[src/rtl/step_sequencer_pkg.sv]
// Shared types for the instruction step sequencer: state codes, latched op flags,
// default handshake timeout and the retire target helper.
package step_sequencer_pkg;

  typedef enum logic [2:0] {
    S_IDLE   = 3'd0,
    S_FETCH  = 3'd1,
    S_DECODE = 3'd2,
    S_EXEC   = 3'd3,
    S_MEM    = 3'd4,
    S_WB     = 3'd5,
    S_HALT   = 3'd6,
    S_FAULT  = 3'd7
  } seq_state_e;

  localparam int MEM_TMO_DEFAULT = 255;

  // HLT and NOP are resolved inside DECODE, so only these flags are carried on
  typedef struct packed {
    logic mem;
    logic store;
    logic wb;
    logic multi;
  } op_flags_t;

  function automatic seq_state_e retire_target(input logic run);
    return run ? S_FETCH : S_IDLE;
  endfunction

endpackage

[src/rtl/step_sequencer_wait_timer.sv]
// Handshake wait counter shared by FETCH and MEM; flags the last cycle an
// acknowledge may still arrive before the sequencer gives up.
module wait_timer #(
  parameter int TMO_W   = 8,
  parameter int MEM_TMO = 255
) (
  input  logic iClk,
  input  logic nRst,
  input  logic iClr,
  input  logic iInc,
  output logic oExpire
);

  localparam logic [TMO_W-1:0] LAST = TMO_W'(MEM_TMO - 1);

  logic [TMO_W-1:0] cnt;

  always_ff @(posedge iClk or negedge nRst) begin
    if (!nRst) begin
      cnt <= '0;
    end else if (iClr) begin
      cnt <= '0;
    end else if (iInc && !oExpire) begin
      cnt <= cnt + TMO_W'(1);
    end
  end

  assign oExpire = (cnt == LAST);

endmodule

[src/rtl/step_sequencer.sv]
// Variable-length instruction step sequencer with memory handshake timeout.
// IDLE|wait run  FETCH|read IR  DECODE|latch ops  EXEC|ALU  MEM|ld/st  WB|rf write  HALT|wait run edge  FAULT|timeout, reset only
module step_sequencer
  import step_sequencer_pkg::*;
#(
  parameter int TMO_W   = 8,
  parameter int MEM_TMO = MEM_TMO_DEFAULT,
  parameter int RET_W   = 32
) (
  input  logic             iClk,
  input  logic             nRst,
  input  logic             iRun,
  input  logic             iMemAck,
  input  logic             iAluDone,
  input  logic             iOpMem,
  input  logic             iOpStore,
  input  logic             iOpWb,
  input  logic             iOpMulti,
  input  logic             iOpHalt,
  input  logic             iOpNop,
  output logic [2:0]       oState,
  output logic             oMemReq,
  output logic             oMemWr,
  output logic             oIR_en,
  output logic             oPC_en,
  output logic             oAluStart,
  output logic             oRF_Write,
  output logic             oHalted,
  output logic             oFault,
  output logic [RET_W-1:0] oRetired
);

  seq_state_e       state, state_nxt;
  op_flags_t        ops_q;
  logic             run_q;
  logic             exec_busy;
  logic             retire;
  logic             tmr_clr, tmr_inc, tmr_exp;
  logic [RET_W-1:0] retired;

  wait_timer #(
    .TMO_W  (TMO_W),
    .MEM_TMO(MEM_TMO)
  ) u_wait_timer (
    .iClk   (iClk),
    .nRst   (nRst),
    .iClr   (tmr_clr),
    .iInc   (tmr_inc),
    .oExpire(tmr_exp)
  );

  always_ff @(posedge iClk or negedge nRst) begin
    if (!nRst) begin
      state     <= S_IDLE;
      ops_q     <= '0;
      run_q     <= 1'b0;
      exec_busy <= 1'b0;
      retired   <= '0;
    end else begin
      state     <= state_nxt;
      run_q     <= iRun;
      exec_busy <= (state == S_EXEC) && (state_nxt == S_EXEC);
      if (state == S_DECODE) begin
        ops_q <= '{mem: iOpMem, store: iOpStore, wb: iOpWb, multi: iOpMulti};
      end
      if (retire) begin
        retired <= retired + RET_W'(1);
      end
    end
  end

  always_comb begin
    state_nxt = state;
    retire    = 1'b0;
    oMemReq   = 1'b0;
    oMemWr    = 1'b0;
    oIR_en    = 1'b0;
    oPC_en    = 1'b0;
    oAluStart = 1'b0;
    oRF_Write = 1'b0;
    oHalted   = 1'b0;
    oFault    = 1'b0;
    case (state)
      S_IDLE: begin
        if (iRun) state_nxt = S_FETCH;
      end
      S_FETCH: begin
        oMemReq = 1'b1;
        if (iMemAck) begin
          oIR_en    = 1'b1;
          oPC_en    = 1'b1;
          state_nxt = S_DECODE;
        end else if (tmr_exp) begin
          state_nxt = S_FAULT;
        end
      end
      S_DECODE: begin
        if (iOpHalt)     state_nxt = S_HALT;
        else if (iOpNop) retire = 1'b1;
        else             state_nxt = S_EXEC;
      end
      S_EXEC: begin
        oAluStart = !exec_busy;
        if (!ops_q.multi || iAluDone) begin
          if (ops_q.mem)     state_nxt = S_MEM;
          else if (ops_q.wb) state_nxt = S_WB;
          else               retire = 1'b1;
        end
      end
      S_MEM: begin
        oMemReq = 1'b1;
        oMemWr  = ops_q.store;
        if (iMemAck) begin
          if (ops_q.wb) state_nxt = S_WB;
          else          retire = 1'b1;
        end else if (tmr_exp) begin
          state_nxt = S_FAULT;
        end
      end
      S_WB: begin
        oRF_Write = 1'b1;
        retire    = 1'b1;
      end
      S_HALT: begin
        oHalted = 1'b1;
        if (iRun && !run_q) state_nxt = S_FETCH;
      end
      S_FAULT: begin
        oFault = 1'b1;
      end
      default: state_nxt = S_IDLE;
    endcase
    // run is only looked at on an instruction boundary
    if (retire) state_nxt = retire_target(iRun);
  end

  assign tmr_clr  = ((state_nxt == S_FETCH) || (state_nxt == S_MEM)) && (state_nxt != state);
  assign tmr_inc  = ((state == S_FETCH) || (state == S_MEM)) && !iMemAck;
  assign oState   = state;
  assign oRetired = retired;

endmodule
[config.mk]
export PLATFORM = sky130hd
export DESIGN_NAME = step_sequencer
export DESIGN_NICKNAME = d
export VERILOG_FILES = /design/src/rtl/step_sequencer_pkg.sv /design/src/rtl/step_sequencer_wait_timer.sv /design/src/rtl/step_sequencer.sv
export SDC_FILE = /design/constraint.sdc
export NUM_CORES = 1
export LEC_CHECK = 0
export CAP_MARGIN = 20
export CORE_MARGIN = 1
export CORE_UTILIZATION = 51
export DETAILED_ROUTE_END_ITERATION = 10
export PLACE_DENSITY = 0.8
export SLEW_MARGIN = 15
export SYNTH_ARGS = -nofsm -noshare
export SYNTH_HDL_FRONTEND = slang
export SYNTH_SLANG_ARGS = --single-unit
[constraint.sdc]
create_clock -name iClk -period 2.5 [get_ports iClk]
set_clock_uncertainty 0.1 [all_clocks]
set_input_delay 0.375 -clock iClk [delete_from_list [all_inputs] [get_ports iClk]]
set_output_delay 0.375 -clock iClk [all_outputs]
set_load 0.1 [all_outputs]
# --- Word level (Yosys, flattened, before mapping) ---
# Cells that the tools add are included.
word_totals:
  mem_bits_ro: 0
  output_inout_bits: 43
  inputBits: 11
  latch_bits: 0
  memories: 0
  ramBits: 0
  ff_bits: 49
op_classes:
  add_sub_neg: 2
  n_eq_ne: 12
  mux: 30
  n_mul: 0
  bitwise_logic: 0
  reduce_logical: 16
  magnitude_cmp: 0
  div_mod_pow: 0
  shifts: 0
op_table:
  columns: ["op", "count"]
  rows:
  - ["3-bit 2-to-1 mux", 11]
  - ["32-bit by 1-bit adder with 32-bit output, second input constant", 1]
  - ["3-bit case mux with 6 select lines", 1]
  - ["8-bit 2-to-1 mux", 2]
  - ["3-bit == test, second input constant", 5]
  - ["1-bit 2-to-1 mux", 15]
  - ["3-bit by 2-bit == test with 1-bit output, second input constant", 3]
  - ["8-bit by 1-bit adder with 8-bit output, second input constant", 1]
  - ["8-bit == test, second input constant", 1]
  - ["3-bit by 1-bit == test with 1-bit output, second input constant", 2]
  - ["1-bit logical AND", 5]
  - ["1-bit zero test", 5]
  - ["1-bit case mux with 4 select lines", 1]
  - ["3-bit zero test", 1]
  - ["1-bit logical OR", 3]
  - ["3-bit inequality test", 1]
  - ["2-bit nonzero test", 1]
  - ["2-bit OR reduction", 1]

# --- Depth between registers and ports, before layout ---
# Gate-level depths: netlist (run 1).
logic_depth:
  word_depth: 9
  ltp_mapped: 8
  mapped_depth_nobuf: 8

# --- Modules after synthesis ---
# A second synthesis (run 1) with hierarchy kept.
hier_totals:
  hier_cells: 244
  hier_area_um2: 2626.3
by_module_without_submodules:
  columns: ["mod", "seq_area_each_um2", "instances", "area_per_inst_um2", "cells_per_inst"]
  rows:
  - ["step_sequencer", 1026.0, 1, 2107.0, 190]
  - ["wait_timer", 200.2, 1, 519.2, 54]

# --- Worst setup path before layout (run 1) ---
# Ideal clock, no wire load.
synth_path:
  path_kind: "flip-flop to flip-flop"
  startpoint: "register state[2], in the netlist oState[2]"
  endpoint: "register u_wait_timer.cnt[1]"
  period_less_slack_ns: 3.999
  arrival_ns: 3.792
  path_slack_ns: -1.499
  stages_incl_launch_ff: 8
  setup_time_ns: 0.107
  path_buffers: 2
  path_cell_list: "dfrtp_1 clkbuf_2 nand2b_1 a21oi_1 and3b_1 buf_2 nor2_1 a2111oi_4"
synth_via:
  elab_chain_cells: 9
synth_lines:
  columns: ["item", "line_no", "rtl"]
  rows:
  - ["from (decl)", "step_sequencer.sv:33", "seq_state_e state, state_nxt;"]
  - ["from (signal assigned)", "step_sequencer.sv:60", "state <= state_nxt;"]
  - ["3-bit 2-to-1 mux", "step_sequencer.sv:106, step_sequencer.sv:114", null]
  - ["3-bit 2-to-1 mux", "step_sequencer.sv:105", "if (ops_q.mem) state_nxt = S_MEM;"]
  - ["3-bit 2-to-1 mux", "step_sequencer.sv:104", "if (!ops_q.multi || iAluDone) begin"]
  - ["3-bit case mux with 6 select lines", "step_sequencer.sv:83", "case (state)"]
  - ["3-bit 2-to-1 mux", "step_sequencer.sv:134", "if (retire) state_nxt = retire_target(iRun);"]
  - ["3-bit by 1-bit == test with 1-bit output / 3-bit == test (equally long branches)", "step_sequencer.sv:137", "assign tmr_clr = ((state_nxt == S_FETCH) || (state_nxt == S_MEM)) && (state_nxt != state);"]
  - ["1-bit logical OR", "step_sequencer.sv:137", null]
  - ["1-bit logical AND", "step_sequencer.sv:137", null]
  - ["8-bit 2-to-1 mux / 2-bit nonzero test (equally long branches)", null, null]
  - ["to (signal assigned)", "step_sequencer_wait_timer.sv:24", "cnt <= cnt + TMO_W'(1);"]
  - ["to (decl)", "step_sequencer_wait_timer.sv:16", "logic [TMO_W-1:0] cnt;"]
# Parallel ways exist; a longest one is shown, timed or not.
# A chain may end at the register's enable or synchronous reset.

# --- Final worst setup path (run 1) ---
layout_path:
  startpoint: "register state[0], in the netlist oState[0]"
  endpoint: "register retired[28], in the netlist oRetired[28]"
layout_via:
  elab_chain_cells: 2
layout_lines:
  columns: ["item", "line_no", "rtl"]
  rows:
  - ["3-bit == test / 3-bit by 2-bit == test with 1-bit output (equally long branches)", "step_sequencer.sv:83", null]
  - ["1-bit case mux with 4 select lines (*)", "step_sequencer.sv:83", null]
  - ["to (signal assigned)", "step_sequencer.sv:67", "retired <= retired + RET_W'(1);"]
  - ["to (decl)", "step_sequencer.sv:39", "logic [RET_W-1:0] retired;"]
# Mark *: on every way between the ends. The rest lies on a longest branch, timed or not.

==> results of run 1 <==
==> metal layers <==
layer / GRT usage [%] / vias up / routed length (um)
li1: - / 978 / -
met1: 27.84 / 931 / 2356
met2: 35.72 / 43 / 2583
met3: 5.525 / 6 / 269
met4: 6.318 / 0 / 56
met5: 0 / - / 0
==> worst min-delay path by stage <==
stage                             startpoint                  endpoint
floorplan                               nRst       exec_busy$_DFF_PN0_
global placement    oRetired[31]$_DFFE_PN0P_  oRetired[31]$_DFFE_PN0P_
detailed placement  oRetired[31]$_DFFE_PN0P_  oRetired[31]$_DFFE_PN0P_
CTS                                     nRst  oRetired[27]$_DFFE_PN0P_
global route                            nRst  oRetired[28]$_DFFE_PN0P_
finish                                  nRst  oRetired[27]$_DFFE_PN0P_
==> cell families (layout without fill, tap and decap cells) <==
logic type      after synthesis  in the layout
mux                           5              5
xor+xnor                     38             38
fa+ha+maj                     3              3
buf+inv                      16             75
compound gates               22             22
flops                        49             49
simple gates                116            116
==> power groups by stage <==
stage / Sequential, mW / Combinational, mW / Clock [mW]
after floorplan: 1.47 / 0.956 / 0
after global placement: 1.14 / 1.66 / 0
after detailed placement: 1.15 / 1.68 / 0
after CTS: 1.14 / 1.69 / 0.593
after global routing: 1.16 / 1.78 / 0.622
final: 1.14 / 1.68 / 0.579
==> cell usage in the layout, fill, tap and decap left out, drive strengths merged, types with 6 or more instances in the layout <==
cell type      Yosys  final
and2               6      6
and3              11     11
buf                5     52
clkbuf             5      7
clkdlybuf4s50      0      9
dfrtp             49     49
inv                6      6
nand2             18     18
nand3             14     14
nand4              7      7
nor2              23     23
nor3              11     11
o21ai              6      6
xnor2             17     17
xor2              21     21
==> per-stage QoR <==
step | TNS [ps] | hold slack (ps)
final | 0 | 46.68
after global routing | 0 | 110.0
after CTS | 0 | 60.63
after detailed placement | -1.195 | 361.1
after global placement | 0 | 359.2
after floorplan | -35.02 | -20.59
==> flip-flops by register name, indices dropped and copies added (netlist names) <==
signal and flops:
exec_busy 1, run_q 1, oState 3, oRetired 32, ops_q 4, u_wait_timer.cnt 8
==> final cells by class <==
class | instances | area share [%]
tap | 67 | 2.536
timing repair buffer | 61 | 16.73
inverter | 6 | 0.6813
multi-input combinational | 184 | 38.95
sequential | 49 | 37.59
clock inverter | 1 | 0.9084
clock buffer | 7 | 2.612
==> run summary, run 1 <==
The top cell type's share of synthesized area came out at 48.18%. The routability congestion estimate from global placement is 0.7990. Following the worst setup path forward leads to its endpoint at oRetired[28]$_DFFE_PN0P_. The floorplan step set the die height to 72.64 um. In this run, distinct cell masters in the synthesized netlist total 45. The actual transition at the worst max-transition pin came out at ~790 ps. The count of final setup violators came out at 0. The start point of the critical path is oState[0]$_DFF_PN0_. The endpoint arrival time on the critical path came out at 2400 ps. For the finished layout, the period the worst path requires is 2270 ps.

The placed wire-length estimate after detailed placement came out at about 3800 um. The depth of the worst register-to-register path is 7. The net count of the finished layout came out at 321. The number of antenna repair diodes came out at 0. The number of DRC markers after the initial detailed-route iteration came out at just over 70.

For this design the top-level I/O count stands at 54. The number of global-route vias before repair is about 1900. The peak per-stage delay on the critical path came out at 600 ps. In this run the critical register-to-register path is captured at oRetired[28]$_DFFE_PN0P_. The number of placement rows came out at 25. Among all flip-flop cells after synthesis, the most frequent one is sky130_fd_sc_hd__dfrtp_1. The tool flagged a number of max-cap violations equal to 0. The tightest min-delay check is of the primary input to async pin type.

The chip width is 72.64 um. The number of buffers created by CTS came out at 5. Global routing finished with a remaining overflow of 0.

The number of synthesized flops with an enable pin is 0. The total of hold buffers inserted after clock tree synthesis came out at 0. The area share of and/or/nand/nor cells after synthesis came out at 24.98%. TritonCTS built the clock tree. In this run, post-CTS repair resized a total of 0 instances.

For this design the static power due to leakage is 1.557 nW. The detail-routed via count per cell came out at 5.221. The initial antenna violation count is 0. The worst setup path is captured at a register.

The count of cell instances traversed by the critical path is 7. The number of nets produced by synthesis came out at 263. The number of sinks on the clock net is 49. The count of endpoints failing hold in the final timing report came to 0.

The share of the synthesized area in compound gates (AO/OA/AOI/OAI) came out at 7.080%. The synthesis-to-finish area growth came out at 29.89%. Global routing consumed, over all layers together, 21.49% of the routing resources.

The root buffer cell is sky130_fd_sc_hd__clkbuf_8. The largest family of logic cells by synthesized area is simple AND/OR/NAND/NOR gates. The share of the clock period used by the worst path after layout came out at ~90%.

The number of cells in the finished layout apart from fillers is 375. The net switching share of the total power is 46.73%. The largest buffer count on any clock path is 2. The mean instance size in the synthesized netlist came out at a little over 10 sq um. The worst setup path is of the register to register kind. Of the total power, combinational logic draws 49.4%. STA classifies the critical path startpoint as a register.

The iteration count of the initial detailed-routing pass is 6. The CTS clock-pin slew for the worst setup and hold paths came out at 90 ps. The number of levels the H-tree was split into is 2.

The final number of max-transition violations is 0. The share of post-route cells with drive strength above 1 came out at 27.92%. Counting instances in the post-synthesis netlist gives the leading cell types as sky130_fd_sc_hd__dfrtp_1, sky130_fd_sc_hd__nor2_1, sky130_fd_sc_hd__xor2_1. The relative contribution of the clock network to total power is ~17%.

Headroom to the max-slew limit came out at 47.29%. The run finished with clean final reports. The source of the worst register-to-register timing path is oState[0]$_DFF_PN0_. The number of setup buffers added after CTS is 0. Summing all multi-input logic gate instances after layout gives about 1300 sq um. By area the synthesized netlist is led by sky130_fd_sc_hd__dfrtp_1, sky130_fd_sc_hd__xor2_1, sky130_fd_sc_hd__xnor2_1. The floorplan core area is 4755 sq um.

The register share of total power came out at 33.5%. The warning count from the yosys run is 0. The largest net degree at the start of global routing is 37.

The power after layout came out at 3.399 mW. The synthesis-stage register bit count is 49. The total die area came out at 5277 sq um. The clock insertion delay at the later pin of the skew report is about 300 ps. Among all stages on the critical path, the largest delay is contributed by sky130_fd_sc_hd__dfrtp_4. The number of buffers added on ports is 53.

The largest total area in the synthesized netlist belongs to sky130_fd_sc_hd__dfrtp_1. The internal power of the cells totals 1.811 mW. The mapped cell area came out at 2545 sq um. The peak supply drop came out at ~0.00061 V. The fraction of registers with async set or reset after synthesis is between 90% and 100%. The average routed wire per standard cell came out at 14.04 um. The minimum setup slack in the final design came out at about 230 ps.

The highest clock rate came out at 0.4404 GHz. The power density relative to cell area came out at 1028 nW/um^2. The most common cell in the synthesized netlist is sky130_fd_sc_hd__dfrtp_1.

The critical path buffer and inverter count came out at 1. The wire length reported by the detailed router came out at about 5300 um. The final standard cell area without fillers is around 3300 sq um. The power spent charging and discharging nets is ~1.6 mW.

The final cell utilization of the core came out at 69.53%. For this run, design rule violations remaining after detail routing come to 0. The final route contains 1958 vias. In this run the worst path has a maximum fanout of 21. The sequential-to-total area share from yosys stat came out at 48.18%. The xor/xnor cell area share of the yosys netlist is 13.08%. The count of nets left with antenna violations once routing finished came out at 0. The fraction of the mapped netlist area in adder cells is between 1 and 1.5%. Walking the worst path, the cells encountered are nor3b_1 > a31oi_1 > o21ai_2 > buf_4 > nand3_1 > nor3_1 > xor2_1.

The register area is roughly 1200 sq um. Among cell families on the critical path, the largest total delay comes from simple AND/OR/NAND/NOR gates. Setup repair after global routing left no endpoint under its margin. The cell count after placement came out at 367. The synthesized instance count came out at 249. The proportion of synthesized area in mux cells came out at 2.212%. The placed standard-cell area came out at 3189 sq um. The global-route wire length before repair is 8611 um. The worst endpoint required time is 2630 ps. The starting density of the core came out at 53.53%.

The minimum setup slack among reg-to-reg paths is 230 ps. The fill cell total of the finished layout is just under 400. The worst slack at placement is -1.195 ps.
(Power assumes the default switching activity.)
==> run 2, diff against run 1 <==
--- a/config.mk
+++ b/config.mk
@@ -13,4 +13,5 @@
 export SLEW_MARGIN = 15
 export SYNTH_ARGS = -nofsm -noshare
 export SYNTH_HDL_FRONTEND = slang
+export SYNTH_HIERARCHICAL = 1
 export SYNTH_SLANG_ARGS = --single-unit
==> run summary, run 2 <==
The worst setup path is launched from a register. The iteration count of the initial detailed-routing pass came out at 4. The fill cell total of the finished layout came out at 334.

The wire length reported by the detailed router is 5896 um. Synthesis produced 244 cells. The start point of the critical path is u_wait_timer/cnt[0]$_DFFE_PN0P_. The minimum setup slack among reg-to-reg paths came out at -60 ps.

The combinational cell fraction of total power came out at 58.8%. The number of levels the H-tree was split into came out at 2. The number of different library cells in the post-synthesis netlist is 50.

The starting density of the core is 54.17%. In this run the tightest slew margin relative to its limit is between 60 and 70%. The most used flip-flop cell after synthesis is sky130_fd_sc_hd__dfrtp_1.

At the end of the flow, the number of nets in the layout was 344. The top-level port count is 54. The register with the most flip-flops in the layout has 32 of them. The clock insertion delay at the later pin of the skew report is 300 ps.

In the finished design, the share of the clock period the worst path needs comes to 102.5%. In this run the core area contains 25 standard-cell rows. The endpoint of the worst-slack reg-to-reg timing path is u_wait_timer/cnt[2]$_DFFE_PN0P_.

The worst hold margin is roughly 380 ps. For the worst flop-to-flop path, the logic depth is 12. The count of endpoints failing hold in the final timing report is 0. The cell leakage power came out at 1.756 nW. The max-cap violation count is 0. STA classifies the critical path endpoint as a register. The TritonCTS clock tree is done. In the layout the commonest cells are sky130_fd_sc_hd__buf_4, sky130_fd_sc_hd__dfrtp_1, sky130_fd_sc_hd__xnor2_1, sky130_fd_sc_hd__and3_1, sky130_fd_sc_hd__nor2_1. The height of the die is 73.76 um.

Synthesis produced a netlist with a net count of around 260. The clock drives 49 sinks. Together, buffers and inverters on the worst path number 2. The routed layout has 2175 vias. Leaving out filler cells and counting taps, the final layout contains 398. The floorplan core area came out at slightly below 5000 sq um. The number of global-route vias before repair is between 2000 and 2500.

The share of the Yosys chip area taken by registers is 46.69%. Following the worst setup path forward leads to its endpoint at u_wait_timer/cnt[2]$_DFFE_PN0P_. The run finished, with violations left. The power density relative to cell area came out at 1136 nW/um^2. The final number of max-transition violations came out at 0. Dividing the detail-routed wire length by the instance count gives between 10 and 15 um. The actual transition at the worst max-transition pin is about 530 ps. The chip width is 73.76 um. The number of synthesized flops with an enable pin came out at 0. The mapped netlist covers 2626 sq um.

The final critical delay including setup and external delays came out at approximately 2600 ps. The overall global routing resource usage came out at 23.07%. The critical path in this run is classified as register to register. Setup repair after global routing could not meet its margin everywhere. The most common cell in the netlist is sky130_fd_sc_hd__dfrtp_1. Sorting the synthesized cells by how often they occur yields sky130_fd_sc_hd__dfrtp_1, sky130_fd_sc_hd__xnor2_1, sky130_fd_sc_hd__and3_1. Leaving out fill and tap cells, the most frequent cell in the layout is sky130_fd_sc_hd__buf_4. In this run the number of cells on the critical path is 12.

At the worst endpoint, the arrival time is 2650 ps. The net switching share of the total power is slightly below 50%. The design internal power came out at 2.170 mW. Entering global routing, the biggest net connects 29 pins. From synthesis to final layout, the design area changed by 39.97%. The cell class contributing the biggest share of worst-path delay is compound AO/OA/AOI/OAI gates. The total overflow left after global routing is 0. Adding up every negative setup slack in the final design gives -241.5 ps. The peak supply drop came out at 0.0008253 V. Counting flops and latches in the post-synthesis netlist gives 49. The longest clock path from root to sink contains 2 buffers. The power spent charging and discharging nets is 2.007 mW. The power after layout is 4.176 mW. The clock network is responsible for 13.5% of the overall power. By area the synthesized netlist is led by sky130_fd_sc_hd__dfrtp_1, sky130_fd_sc_hd__xnor2_1, sky130_fd_sc_hd__and3_1.

The minimum setup slack in the final design came out at -61.49 ps. The fraction of registers with async set or reset after synthesis came out at 100.0%. In the routed layout, each cell is associated on average with a via count of 5.465.

Traced cell by cell, the critical path runs through inv_2 > ha_4 > nand3_4 > nor2_4 > nor3b_4 > a22o_1 > o32ai_2 > xnor2_1 > a211oi_2 > buf_4 > nor2b_1 > mux2_4. The register share of total power is between 20% and 30%. Yosys printed 6 warnings.

The number of placed instances, taps included, is 379. The number of DRC markers after the initial detailed-route iteration is 96. The root buffer cell is sky130_fd_sc_hd__clkbuf_8. The number of buffers added on ports is 53. The CTS clock-pin slew for the worst setup and hold paths is 90 ps. The number of buffers created by CTS is 5. The post-detailed-route DRC marker count is 0. The mean instance size in the synthesized netlist is 10.76 sq um. The count of final setup violators is 4.

The number of antenna repair diodes came out at 0. The checks that failed: negative setup slack. The first global-routing pass estimated 9563 um of wire. In this run the remaining antenna-violating nets after routing total 0. The path class of the tightest hold or removal check is register to register. The routability congestion estimate from global placement came out at around 0.88. The highest clock rate came out at roughly 0.4 GHz. The total die area is approximately 5400 sq um.

The slowest stage of the critical path belongs to the cell sky130_fd_sc_hd__dfrtp_1. The share of post-route cells with drive strength above 1 came out at 39.27%. The peak per-stage delay on the critical path came out at 390 ps. The worst endpoint required time is about 2600 ps. The top fanout value on the critical path came out at 5. In this run the critical register-to-register path is launched from u_wait_timer/cnt[0]$_DFFE_PN0P_. After synthesis, the largest area contributor takes up 46.69% of total cell area. The initial antenna violation count came out at 0. The placed wire-length estimate after detailed placement is 4113 um. The largest total area in the synthesized netlist belongs to sky130_fd_sc_hd__dfrtp_1.
## run 2: cell types whose count changed after synthesis, sizes merged, moves of 4 or more
cell	delta
nor3	-10
xor2	-9
nor2b	+8
and3	+7
nor2	-7
a211oi	+6
nand2	-5
and2	-4
mux2	+4
nand4	+4
## run 2: power by group through the flow
stage               sequential (mW)  clock [mW]  combinational (mW)
global placement               1.15           0                2.21
detailed placement             1.16           0                2.23
floorplan                      1.56           0                1.24
CTS                            1.15       0.580                2.32
global route                   1.18       0.609                2.59
finish                         1.16       0.564                2.45
## run 2: timing repair
action                                  4_1_cts  5_1_grt
setup buffers                                 4        5
endpoints found under the setup margin        7        7
hold buffers                                  1        0
pin swaps                                     5        7
hold endpoints to repair                     21        0
gates resized for setup                      10        8
cloned                                        1        0
## run 2: area by class of cell
class | instances | area, sq um | share of cell area (%)
Sequential cell | 49 | 1240 | 33.73
Tap cell | 67 | 83.83 | 2.280
Timing Repair Buffer | 88 | 765.7 | 20.83
Clock inverter | 2 | 38.79 | 1.055
Clock buffer | 6 | 72.57 | 1.974
Inverter | 5 | 18.77 | 0.5106
Multi-Input combinational cell | 181 | 1456 | 39.62
## run 2: how the worst min path moves through the flow
stage,startpoint,to,depth (start not counted),slack (ps)
after floorplan,nRst,exec_busy$_DFF_PN0_,0,-20
after global placement,nRst,exec_busy$_DFF_PN0_,1,280
after detailed placement,nRst,exec_busy$_DFF_PN0_,1,280
after CTS,oRetired[31]$_DFFE_PN0P_,oRetired[31]$_DFFE_PN0P_,1,380
after global routing,oRetired[12]$_DFFE_PN0P_,oRetired[12]$_DFFE_PN0P_,1,390
final,oRetired[31]$_DFFE_PN0P_,oRetired[31]$_DFFE_PN0P_,1,380
## run 2: cells by family after synthesis
group | after synthesis | share of synthesized area, %
compound gates | 30 | 9.720
xor+xnor | 32 | 10.67
fa+ha+maj | 3 | 1.429
buf+inv | 14 | 2.906
flops | 49 | 46.69
mux | 12 | 5.431
simple gates | 104 | 23.15
## run 2: layer usage
metal,vias up,routed length [um],track usage (%)
met5,-,0,0
li1,1047,-,-
met4,0,56,6.410
met2,61,2955,38.63
met3,8,266,4.938
met1,1059,2617,30.18
## run 2: worst reg2reg max path: stages (launching register included)
cell and delay, ps:
sky130_fd_sc_hd__dfrtp_1 390, sky130_fd_sc_hd__inv_2 60, sky130_fd_sc_hd__ha_4 170, sky130_fd_sc_hd__nand3_4 90, sky130_fd_sc_hd__nor2_4 50, sky130_fd_sc_hd__nor3b_4 150, sky130_fd_sc_hd__a22o_1 210, sky130_fd_sc_hd__o32ai_2 320
sky130_fd_sc_hd__xnor2_1 130, sky130_fd_sc_hd__a211oi_2 280, sky130_fd_sc_hd__buf_4 190, sky130_fd_sc_hd__nor2b_1 50, sky130_fd_sc_hd__mux2_4 260
## run 2: per-stage QoR
stage               cell area, sq um  util (%)  setup slack [ps]
finish                          3676     75.82            -61.49
global route                    3676     75.82            -187.5
CTS                             3601     74.27            0.1126
detailed placement              3401     70.14            -235.6
global placement                3401     70.14            -177.2
floorplan                       2721         -            -265.2
==> run 3, diff against run 2 <==
--- a/config.mk
+++ b/config.mk
@@ -7,9 +7,10 @@
 export LEC_CHECK = 0
 export CAP_MARGIN = 20
 export CORE_MARGIN = 1
-export CORE_UTILIZATION = 51
+export CORE_UTILIZATION = 53
+export CTS_BUF_LIST = sky130_fd_sc_hd__clkbuf_2 sky130_fd_sc_hd__clkbuf_4 sky130_fd_sc_hd__clkbuf_8
 export DETAILED_ROUTE_END_ITERATION = 10
-export PLACE_DENSITY = 0.8
+export PLACE_DENSITY = 0.82
 export SLEW_MARGIN = 15
 export SYNTH_ARGS = -nofsm -noshare
 export SYNTH_HDL_FRONTEND = slang
==> run summary, run 3 (same netlist as run 2, synthesis figures left out) <==
The clock insertion delay at the later pin of the skew report came out at 300 ps. The layer flagged by global routing as most heavily used is met2. The number of global-route vias before repair is 2058.

The post-detailed-route DRC marker count is 0. The flow ran to the end, but the final reports show violations. The global-route track usage on met3 is 4.167%. The number of DRC markers after the initial detailed-route iteration is 100. The routability congestion estimate from global placement is 0.8914. TritonCTS built the clock tree.

On the critical path, the stage with the largest delay is an instance of sky130_fd_sc_hd__dfrtp_1. IR analysis of the VDD net gives a maximum drop of about 0.00077 V. The top-level port count is 54. The final number of max-transition violations came out at 0. The longest clock path from root to sink contains 2 buffers. The average routed wire per standard cell came out at 15.07 um. The category of the worst setup path launch point is a register. The area of the multi-input gates came out at approximately 1400 sq um. Leaving out fill and tap cells, the most frequent cell in the layout is sky130_fd_sc_hd__buf_4. The global route total overflow is 0. The count of endpoints failing hold in the final timing report came out at 0. The number of sinks on the clock net is approximately 50. The share of the clock period used by the worst path after layout came out at 101.4%. The first TritonRoute pass finished after 4 iterations.

The relative slew slack came out at 65.02%. The CTS clock-pin slew for the worst setup and hold paths came out at 90 ps. The placed instances occupy a cell area of 3383 sq um. The final reports fail on negative setup slack. The tree is rooted in a sky130_fd_sc_hd__clkbuf_8. The max-cap violation count came out at 0. Of all nets on the critical path, the largest fanout is 5.

The total die area is 5241 sq um. The number of levels the H-tree was split into came out at 2. The endpoint type of the worst setup path is a register. The starting density of the core came out at about 55%. The number of antenna repair diodes came out at 0. Leaving out fill and tap cells, the most frequent cells in the layout are sky130_fd_sc_hd__buf_4, sky130_fd_sc_hd__dfrtp_1, sky130_fd_sc_hd__xnor2_1, sky130_fd_sc_hd__and3_1, sky130_fd_sc_hd__nor2_1. The met2 usage is 39.56%.

The final critical delay including setup and external delays came out at 2534 ps. In this run the remaining antenna-violating nets after routing total 0. The endpoint arrival time on the critical path is 2630 ps. The detailed router placed about 2200 vias in this run. For this run, the slowest stage of the critical path takes 420 ps.

Once layout is complete, the cells apart from fillers number 395. The wire length reported by the detailed router is ~6000 um. The actual transition at the worst max-transition pin came out at 524.7 ps.

The worst hold margin came out at 376.2 ps. The net count of the finished layout is between 300 and 400. The cell count after placement came out at 380. The met1 track demand over resource came out at 31.28%. The worst endpoint required time is ~2600 ps. The count of final setup violators is 4. The number of buffers added on ports came out at 53. The detail-routed via count per cell came out at 5.504.

The height of the die came out at 72.40 um. Relative to the synthesized area, the layout overhead comes to 35.97%. The worst setup path is of the register to register kind. The chip width came out at 72.40 um.

The final standard cell area without fillers is 3571 sq um. Cells with a size suffix above 1 make up 37.50% of the layout. The floorplan core area came out at roughly 4800 sq um. After floorplanning, the core was divided into 25 placement rows. The placed wire-length estimate after detailed placement came out at 4371 um. Setup repair after global routing could not meet its margin everywhere. For this design the ratio of total power to cell area is 1119 nW/um^2. Across all register-to-register paths, the minimum setup slack is -30 ps.

The power after layout is around 4 mW. The global-route wire length before repair came out at 9625 um. The largest net degree at the start of global routing came out at 25. The initial antenna violation count is 0.

The final-layout setup total negative slack came out at -102.0 ps. The path class of the tightest hold or removal check is register to register. The highest clock rate came out at just under 0.4 GHz. The cell leakage power is 1.720 nW. The number of buffers created by CTS came out at 5. The layout has 363 filler cells.

The overall global routing resource usage came out at about a quarter. Traced cell by cell, the critical path runs through ha_4 > nand3_4 > nor2_4 > nor3b_4 > a22o_1 > o32ai_2 > xnor2_1 > a211oi_2 > buf_4 > nor2b_1 > mux2_4. The minimum setup slack in the final design is -34.47 ps. The number of flip-flops under the largest register name came out at 32. The register area is 1240 sq um.
## run 3: path summary, 6_finish.rpt
| kind | from | depth (start not counted) | endpoint |
|---|---|---|---|
| hold / removal | oRetired[31]$_DFFE_PN0P_ | 1 | oRetired[31]$_DFFE_PN0P_ |
| hold reg to reg | oRetired[31]$_DFFE_PN0P_ | 1 | oRetired[31]$_DFFE_PN0P_ |
| setup / recovery | u_wait_timer/cnt[1]$_DFFE_PN0P_ | 11 | u_wait_timer/cnt[4]$_DFFE_PN0P_ |
| min in group asynchronous | nRst | 2 | oRetired[5]$_DFFE_PN0P_ |
| setup reg to reg | u_wait_timer/cnt[1]$_DFFE_PN0P_ | 11 | u_wait_timer/cnt[4]$_DFFE_PN0P_ |
| max in group asynchronous | nRst | 3 | oRetired[28]$_DFFE_PN0P_ |
## run 3: critical path, delay by kind of cell (launching register included)
kind	cells	cell delay, ps
compound gates	3	840
flops	1	420
simple gates	4	310
mux	1	260
fa+ha+maj	1	180
buf+inv	1	180
xor+xnor	1	130
## run 3: power by group
group | internal (mW) | leakage (nW) | switching (mW)
logic | 0.884 | 1.03 | 1.51
registers | 0.937 | 0.646 | 0.207
clock network | 0.193 | 0.0439 | 0.265
## run 3: layout make-up
class	count	share of cell area [%]
multi-input combinational	181	40.01
clock inverter	3	0.4905
sequential	49	34.72
timing repair buffer	85	19.97
inverter	5	0.5256
clock buffer	5	1.927
tap	67	2.348
## run 3: routing by layer
metal  vias up  part of all wire, %  wire length, um
met4         0                  1.6               95
li1       1037                    -                -
met5         -                    0                0
met3        10                  3.5              206
met2        49                   49             2923
met1      1078                   46             2727
## run 3: stage by stage
stage	utilization (%)	setup WS [ps]
detailed placement	71.16	-245.8
global route	75.11	-149.0
floorplan	-	-265.2
CTS	74.11	6.233
finish	75.11	-34.47
global placement	71.16	-162.2
## run 3: what timing repair did
item                                    4_1_cts  5_1_grt
endpoints found under the hold margin        22        0
buffers inserted                              2        3
cloned                                        1        0
pin swaps                                     4        4
resized for setup                             6        6
endpoints found under the setup margin        7        8
hold buffers                                  1        0
